`config.mk`:
```
export PLATFORM = sky130hd
export DESIGN_NAME = i2c_target_flat
export DESIGN_NICKNAME = d
export VERILOG_FILES = /design/src/rtl/i2c_target_if.sv /design/src/rtl/i2c_target.sv /design/src/flat_wrapper.sv
export SDC_FILE = /design/constraint.sdc
export NUM_CORES = 1
export LEC_CHECK = 0
export CAP_MARGIN = 25
export CORE_MARGIN = 3
export CORE_UTILIZATION = 48
export DETAILED_ROUTE_END_ITERATION = 8
export PLACE_DENSITY = 0.74
export SLEW_MARGIN = 20
export SYNTH_ARGS = -nofsm -noshare
export SYNTH_HDL_FRONTEND = slang
export SYNTH_SLANG_ARGS = --single-unit
```
`constraint.sdc`:
```
create_clock -name clk -period 1.67 [get_ports clk]
set_input_delay 0.334 -clock clk [delete_from_list [all_inputs] [get_ports clk]]
set_output_delay 0.334 -clock clk [all_outputs]
set_load 0.02 [all_outputs]
```
`src/rtl/i2c_target_if.sv`:
```
// Bus pins and local-logic handshake of the I2C target byte engine.
// The target drives the slave modport; the controller/local side owns master.
interface i2c_target_if;
    logic       scl_in;
    logic       sda_in;
    logic       sda_out_low;
    logic [7:0] rx_data;
    logic       rx_valid;
    logic [7:0] tx_data;
    logic       tx_req;
    logic       addressed;
    logic       rw;
    logic       start_det;
    logic       stop_det;

    modport slave (
        input  scl_in, sda_in, tx_data,
        output sda_out_low, rx_data, rx_valid, tx_req, addressed, rw, start_det, stop_det
    );

    modport master (
        output scl_in, sda_in, tx_data,
        input  sda_out_low, rx_data, rx_valid, tx_req, addressed, rw, start_det, stop_det
    );
endinterface

```
`src/rtl/i2c_target.sv`:
```
// I2C target byte engine: oversamples SCL/SDA, matches a 7-bit address, and
// moves bytes between the bus and local logic with ACK handling.
module i2c_target #(
    parameter logic [6:0] ADDR = 7'h3C
) (
    input logic         clk,
    input logic         rst,
    i2c_target_if.slave bus
);

    typedef enum logic [2:0] {
        S_IDLE, S_ADDR, S_ADDR_ACK, S_RX, S_RX_ACK, S_TX, S_TX_ACK, S_IGNORE
    } state_t;

    state_t     state;
    logic [1:0] scl_sync, sda_sync;
    logic       scl_prev, sda_prev;
    logic [7:0] shift;
    logic [2:0] bit_cnt;
    logic       phase;
    logic       drive_low, rx_pulse, tx_pulse, addr_hit, rw_bit, start_pulse, stop_pulse;
    logic [7:0] rx_byte;
    logic       sclr, sclf, start_cond, stop_cond;
    logic [7:0] shifted;

    // NOTE: the synchronizer resets to the idle-bus level so leaving reset never looks like an edge.
    always_ff @(posedge clk) begin
        if (rst) begin
            scl_sync <= 2'b11;
            sda_sync <= 2'b11;
            scl_prev <= 1'b1;
            sda_prev <= 1'b1;
        end else begin
            scl_sync <= {scl_sync[0], bus.scl_in};
            sda_sync <= {sda_sync[0], bus.sda_in};
            scl_prev <= scl_sync[1];
            sda_prev <= sda_sync[1];
        end
    end

    assign sclr       = scl_sync[1] & ~scl_prev;
    assign sclf       = ~scl_sync[1] & scl_prev;
    assign start_cond = scl_sync[1] & scl_prev & sda_prev & ~sda_sync[1];
    assign stop_cond  = scl_sync[1] & scl_prev & ~sda_prev & sda_sync[1];
    assign shifted    = {shift[6:0], sda_sync[1]};

    always_ff @(posedge clk) begin
        if (rst) begin
            state       <= S_IDLE;
            shift       <= '0;
            bit_cnt     <= '0;
            phase       <= 1'b0;
            drive_low   <= 1'b0;
            rx_byte     <= '0;
            rx_pulse    <= 1'b0;
            tx_pulse    <= 1'b0;
            addr_hit    <= 1'b0;
            rw_bit      <= 1'b0;
            start_pulse <= 1'b0;
            stop_pulse  <= 1'b0;
        end else begin
            rx_pulse    <= 1'b0;
            tx_pulse    <= 1'b0;
            start_pulse <= 1'b0;
            stop_pulse  <= 1'b0;

            // Local logic answers tx_req combinationally; capture its byte one cycle later.
            if (tx_pulse) shift <= bus.tx_data;

            if (start_cond) begin
                start_pulse <= 1'b1;
                addr_hit    <= 1'b0;
                drive_low   <= 1'b0;
                bit_cnt     <= '0;
                phase       <= 1'b0;
                state       <= S_ADDR;
            end else if (stop_cond) begin
                stop_pulse <= 1'b1;
                addr_hit   <= 1'b0;
                drive_low  <= 1'b0;
                state      <= S_IDLE;
            end else begin
                case (state)
                    S_ADDR: if (sclr) begin
                        shift   <= shifted;
                        bit_cnt <= bit_cnt + 3'd1;
                        if (bit_cnt == 3'd7) begin
                            if (shifted[7:1] == ADDR) begin
                                rw_bit <= shifted[0];
                                phase  <= 1'b0;
                                state  <= S_ADDR_ACK;
                            end else begin
                                state <= S_IGNORE;
                            end
                        end
                    end
                    S_ADDR_ACK: if (sclf) begin
                        if (!phase) begin
                            drive_low <= 1'b1;
                            addr_hit  <= 1'b1;
                            tx_pulse  <= rw_bit;
                            phase     <= 1'b1;
                        end else begin
                            phase   <= 1'b0;
                            bit_cnt <= '0;
                            if (rw_bit) begin
                                drive_low <= ~shift[7];
                                state     <= S_TX;
                            end else begin
                                drive_low <= 1'b0;
                                state     <= S_RX;
                            end
                        end
                    end
                    S_RX: if (sclr) begin
                        shift   <= shifted;
                        bit_cnt <= bit_cnt + 3'd1;
                        if (bit_cnt == 3'd7) begin
                            rx_byte  <= shifted;
                            rx_pulse <= 1'b1;
                            phase    <= 1'b0;
                            state    <= S_RX_ACK;
                        end
                    end
                    S_RX_ACK: if (sclf) begin
                        if (!phase) begin
                            drive_low <= 1'b1;
                            phase     <= 1'b1;
                        end else begin
                            drive_low <= 1'b0;
                            phase     <= 1'b0;
                            bit_cnt   <= '0;
                            state     <= S_RX;
                        end
                    end
                    S_TX: if (sclf) begin
                        if (bit_cnt == 3'd7) begin
                            drive_low <= 1'b0;
                            bit_cnt   <= '0;
                            phase     <= 1'b0;
                            state     <= S_TX_ACK;
                        end else begin
                            shift     <= {shift[6:0], 1'b0};
                            drive_low <= ~shift[6];
                            bit_cnt   <= bit_cnt + 3'd1;
                        end
                    end
                    S_TX_ACK: begin
                        // phase marks an ACK already seen; the next byte goes out on the following fall.
                        if (!phase && sclr) begin
                            if (!sda_sync[1]) begin
                                tx_pulse <= 1'b1;
                                phase    <= 1'b1;
                            end else begin
                                addr_hit <= 1'b0;
                                state    <= S_IGNORE;
                            end
                        end else if (phase && sclf) begin
                            drive_low <= ~shift[7];
                            phase     <= 1'b0;
                            bit_cnt   <= '0;
                            state     <= S_TX;
                        end
                    end
                    S_IDLE, S_IGNORE: ;
                    default: state <= S_IDLE;
                endcase
            end
        end
    end

    assign bus.sda_out_low = drive_low;
    assign bus.rx_data     = rx_byte;
    assign bus.rx_valid    = rx_pulse;
    assign bus.tx_req      = tx_pulse;
    assign bus.addressed   = addr_hit;
    assign bus.rw          = rw_bit;
    assign bus.start_det   = start_pulse;
    assign bus.stop_det    = stop_pulse;

endmodule
```
`src/flat_wrapper.sv`:
```
// flat-port wrapper written by rule: the top's interface ports become plain ports
module i2c_target_flat 
#(
    parameter logic [6:0] ADDR = 7'h3C
)
  (clk, rst, bus_scl_in, bus_sda_in, bus_tx_data, bus_sda_out_low, bus_rx_data, bus_rx_valid, bus_tx_req, bus_addressed, bus_rw, bus_start_det, bus_stop_det);
  i2c_target_if bus_i ();
  input logic clk;
  input logic rst;
  input wire logic [$bits(bus_i.scl_in)-1:0] bus_scl_in;
  input wire logic [$bits(bus_i.sda_in)-1:0] bus_sda_in;
  input wire logic [$bits(bus_i.tx_data)-1:0] bus_tx_data;
  output wire logic [$bits(bus_i.sda_out_low)-1:0] bus_sda_out_low;
  output wire logic [$bits(bus_i.rx_data)-1:0] bus_rx_data;
  output wire logic [$bits(bus_i.rx_valid)-1:0] bus_rx_valid;
  output wire logic [$bits(bus_i.tx_req)-1:0] bus_tx_req;
  output wire logic [$bits(bus_i.addressed)-1:0] bus_addressed;
  output wire logic [$bits(bus_i.rw)-1:0] bus_rw;
  output wire logic [$bits(bus_i.start_det)-1:0] bus_start_det;
  output wire logic [$bits(bus_i.stop_det)-1:0] bus_stop_det;
  assign bus_i.scl_in = bus_scl_in;
  assign bus_i.sda_in = bus_sda_in;
  assign bus_i.tx_data = bus_tx_data;
  assign bus_sda_out_low = bus_i.sda_out_low;
  assign bus_rx_data = bus_i.rx_data;
  assign bus_rx_valid = bus_i.rx_valid;
  assign bus_tx_req = bus_i.tx_req;
  assign bus_addressed = bus_i.addressed;
  assign bus_rw = bus_i.rw;
  assign bus_start_det = bus_i.start_det;
  assign bus_stop_det = bus_i.stop_det;
  i2c_target #(.ADDR(ADDR)) u_core (.clk(clk), .rst(rst), .bus(bus_i));
endmodule
```
==> summary.md <==
| Metric | Value |
|---|---|
| Post-Synthesis Cells | 200 |
| Area leader, netlist | dfxtp_1 |
| Critical path endpoint category | register |
| Gpl congestion | ~0.88 |
| # DRC | 0 |
| Via count | 1,796 |
| Pwr per Cell Area | 700 mW/mm^2 |
| TritonCTS clock tree | yes |
| Asr flop ratio synth | 0% |
| Crit path top cell by count | buf_4 |
| Max-slew violations | 0 |
| Psw | 0.379 mW |
| Latest clock arrival within the worst-skew pair | 290 ps |
| Maximum root-to-sink buffer count | 2 |
| Initial DRC Count | 153 |
| Critical Path AT | roughly 1800 ps |
| Clock Skews | 6.50 ps |
| Crit path buf inv count | 2 |
| Drt first pass iters | 4 |
| Area growth syn-to-layout | 41.5% |
| # IOs | 27 |
| Yosys cell types | 58 |
| Avg Cell Area, Syn | roughly 9.3 sq um |
| Routed Antenna Nets | 0 |
| Dpl cell area | 0.00235 sq mm |
| Yosys reg bits | 36 |
| Slew headroom | roughly 65% |
| Fraction of power consumed by the clock network | 45.6% |
| Most common cell after layout, fill and taps aside | buf_4 |
| RSZ-0062 raised after global routing | yes |
| Max Cap Violations | 0 |
| Post-Syn Area | around 0.0019 sq mm |
| Post-Layout Cell Count | 305 |
| Largest net degree at the start of global routing | 14 |
| Sequential share of power | between 40% and 50% |
| Die Ht | 68.1 um |
| CP Class | register to register |
| First-pass GRT wire length | between 8000 and 9000 um |
| Placed cells | 293 |
| Worst Max-Slew Pin Slew | about 530 ps |
| Top post-synthesis cells by area | dfxtp_1 39%, mux2i_1 9.2%, nor2_1 4.3% |
| Diodes inserted | 0 |
| Fin crit share | between 90 and 100% |
| Vias per inst | 5.89 |
| DRT Wirelength | 5370 um |
| Fin. Hold Viols | 0 |
| Share of cells above drive strength 1 | 34.0% |
| Clk sinks | 36 |
| Status | complete, no violations |
| Combinational Power Share | 6.8% |
| Most frequent cells in the layout | 35 x buf_4, 28 x dfxtp_1, 25 x clkdlybuf4s50_1 |
| Startpoint Class | register |
| Port Buffers | 26 |
| Max Clk Rate | 0.611 GHz |
| CP max stage delay | 430 ps |
| Critical-path cell list | buf_4 > nand3_1 > buf_4 > nor4b_2 > mux2i_1 > nor2_1 |
| Vias in the first global route | 1,825 |
| Fillers | 252 |
| Endpoints failing setup | 0 |
| Die area | ~0.0046 sq mm |
| Post-DP HPWL | 3800 um |
| Initial antenna violation count | 0 |
| H-tree Lvls | 2 |
| Share of the synthesized area in the top cell type | ~39% |
| Post-layout minimum cycle time | ~1600 ps |
| Final global-route overflow total | 0 |
| Mapped Nets | around 210 |
| Final Instance Area | 0.00262 sq mm |
| Dpl ws | -123 ps |
| Die X | 68.1 um |
| Number of synthesized flops with an enable pin | 0 |
| CP top delay family | simple AND/OR/NAND/NOR gates |
| Setup ws final | ~33 ps |
| Final nets | 272 |
| Placeable Area | 0.00352 sq mm |
| Pleak | 0.925 nW |
| Cts bufs inserted | 5 |
| Worst-path maximum fanout | 8 |
| Primary FF master, synth | dfxtp_1 |
| WL/cell | 17.6 um |
| CP Data Required Time | approximately 1900 ps |
| VDD IR max | approximately 0.00050 V |
| Synth warn | 0 |
| All-Layer GR Usage | 25.2% |
| Initial Utilization | 52.6% |
| Hold Path Class | register to register |
| Switching Share | 20.6% |
| Reg clk slew, reported paths | 70 ps |
| Pint | ~1.5 mW |
| CP max-delay cell | dfxtp_2 |
| Seq/Total Area, Yosys | 38.9% |
| CTS root buf | clkbuf_8 |
| Site Rows | 21 |
| Final setup TNS | 0 ps |
[worst reg2reg max path, delay by kind of cell (launching register included)]
kind,cells,cell delay [ps]
buffers and inverters,2,390
muxes,1,220
DFF,1,430
and+or+nand+nor,3,490
[area by class of cell]
type | count | area, sq um | share of cell area (%)
clock buffers | 7 | 96.3 | 3.68
clock inverters | 1 | 30.0 | 1.15
inverters | 3 | 11.3 | 0.430
multi-input cells | 148 | 1140 | 43.6
flip-flops and latches | 36 | 738 | 28.2
well taps | 46 | 57.6 | 2.20
repair buffers | 64 | 543 | 20.7
[power by group through the flow]
stage / registers (mW) / logic [mW] / clock network (mW)
6_report: 0.873 / 0.125 / 0.837
5_1_grt: 0.873 / 0.134 / 0.892
4_1_cts: 0.876 / 0.115 / 0.846
3_5_place_dp: 0.895 / 0.115 / 0
3_3_place_gp: 0.895 / 0.113 / 0
2_1_floorplan: 0.891 / 0.0610 / 0
[state kept, by name, indices dropped and copies added (netlist names)]
| register | cells |
|---|---|
| u_core.state | 3 |
| u_core.phase | 1 |
| u_core.bus.sda_out_low | 1 |
| u_core.bus.rx_valid | 1 |
| u_core.bus.start_det | 1 |
| u_core.shift | 8 |
| u_core.scl_prev | 1 |
| u_core.bus.rw | 1 |
| u_core.bus.stop_det | 1 |
| u_core.sda_prev | 1 |
| u_core.bus.rx_data | 8 |
| u_core.bus.addressed | 1 |
| u_core.bus.tx_req | 1 |
| u_core.scl_sync | 2 |
| u_core.bit_cnt | 3 |
| u_core.sda_sync | 2 |
[cell usage after synthesis, drive strengths merged (2+ instances only)]
cell     count
and4bb       2
clkbuf       4
a311oi       2
and3         2
mux2i       17
or2          9
o2bb2ai      6
buf          9
nor2        23
a211oi       3
dfxtp       36
and2b        3
a21oi        6
o21ai       11
nand4b       2
nor2b        4
nand4        3
nand3b       3
o31ai        2
inv          3
ha           2
nand2        7
nor3         3
nand2b       7
nor4b        2
a221oi       2
a21o         3
nand3        5
[repair_timing]
action	in CTS	in global routing
pin swaps	2	5
buffers inserted	2	1
setup endpoints to repair	21	22
hold buffers	0	0
gates resized for setup	12	24
hold endpoints to repair	0	0
cloned	1	0
[final timing paths]
kind | cells after the start | end | startpoint | slack [ps]
worst max-delay path | 6 | u_core.bus.rw | u_core.state[0] | 30
worst min-delay path | 1 | u_core.scl_sync[1] | u_core.scl_sync[0] | 410
worst max register to register | 6 | u_core.bus.rw | u_core.state[0] | 30
worst min register to register | 1 | u_core.scl_sync[1] | u_core.scl_sync[0] | 410
[logic make-up after synthesis]
family	share of synthesized area, %
buffers and inverters	5.07
multiplexers	9.20
AND/OR/NAND/NOR	25.8
XOR/XNOR	0.473
flip-flops	38.9
adder cells (fa/ha/maj)	1.35
AO/OA/AOI/OAI	19.1
[routing by layer]
metal  up-vias  part of all wire, %  global-route usage, %
li1        854                    -                      -
met1       860                   44                   30.5
met2        65                   48                   41.8
met3        17                  5.3                   7.22
met4         0                  2.9                   10.4
met5         -                    0                      0
[metrics by stage]
stage | power [mW] | hold slack, ps | util, %
5_1_grt | 1.90 | 429 | 74.4
3_5_place_dp | 1.01 | 394 | 66.7
2_1_floorplan | 0.952 | 389 | -
3_3_place_gp | 1.01 | 392 | 66.7
6_report | 1.83 | 410 | 74.4
4_1_cts | 1.84 | 411 | 71.5
Power figures use the tool's default switching activity.
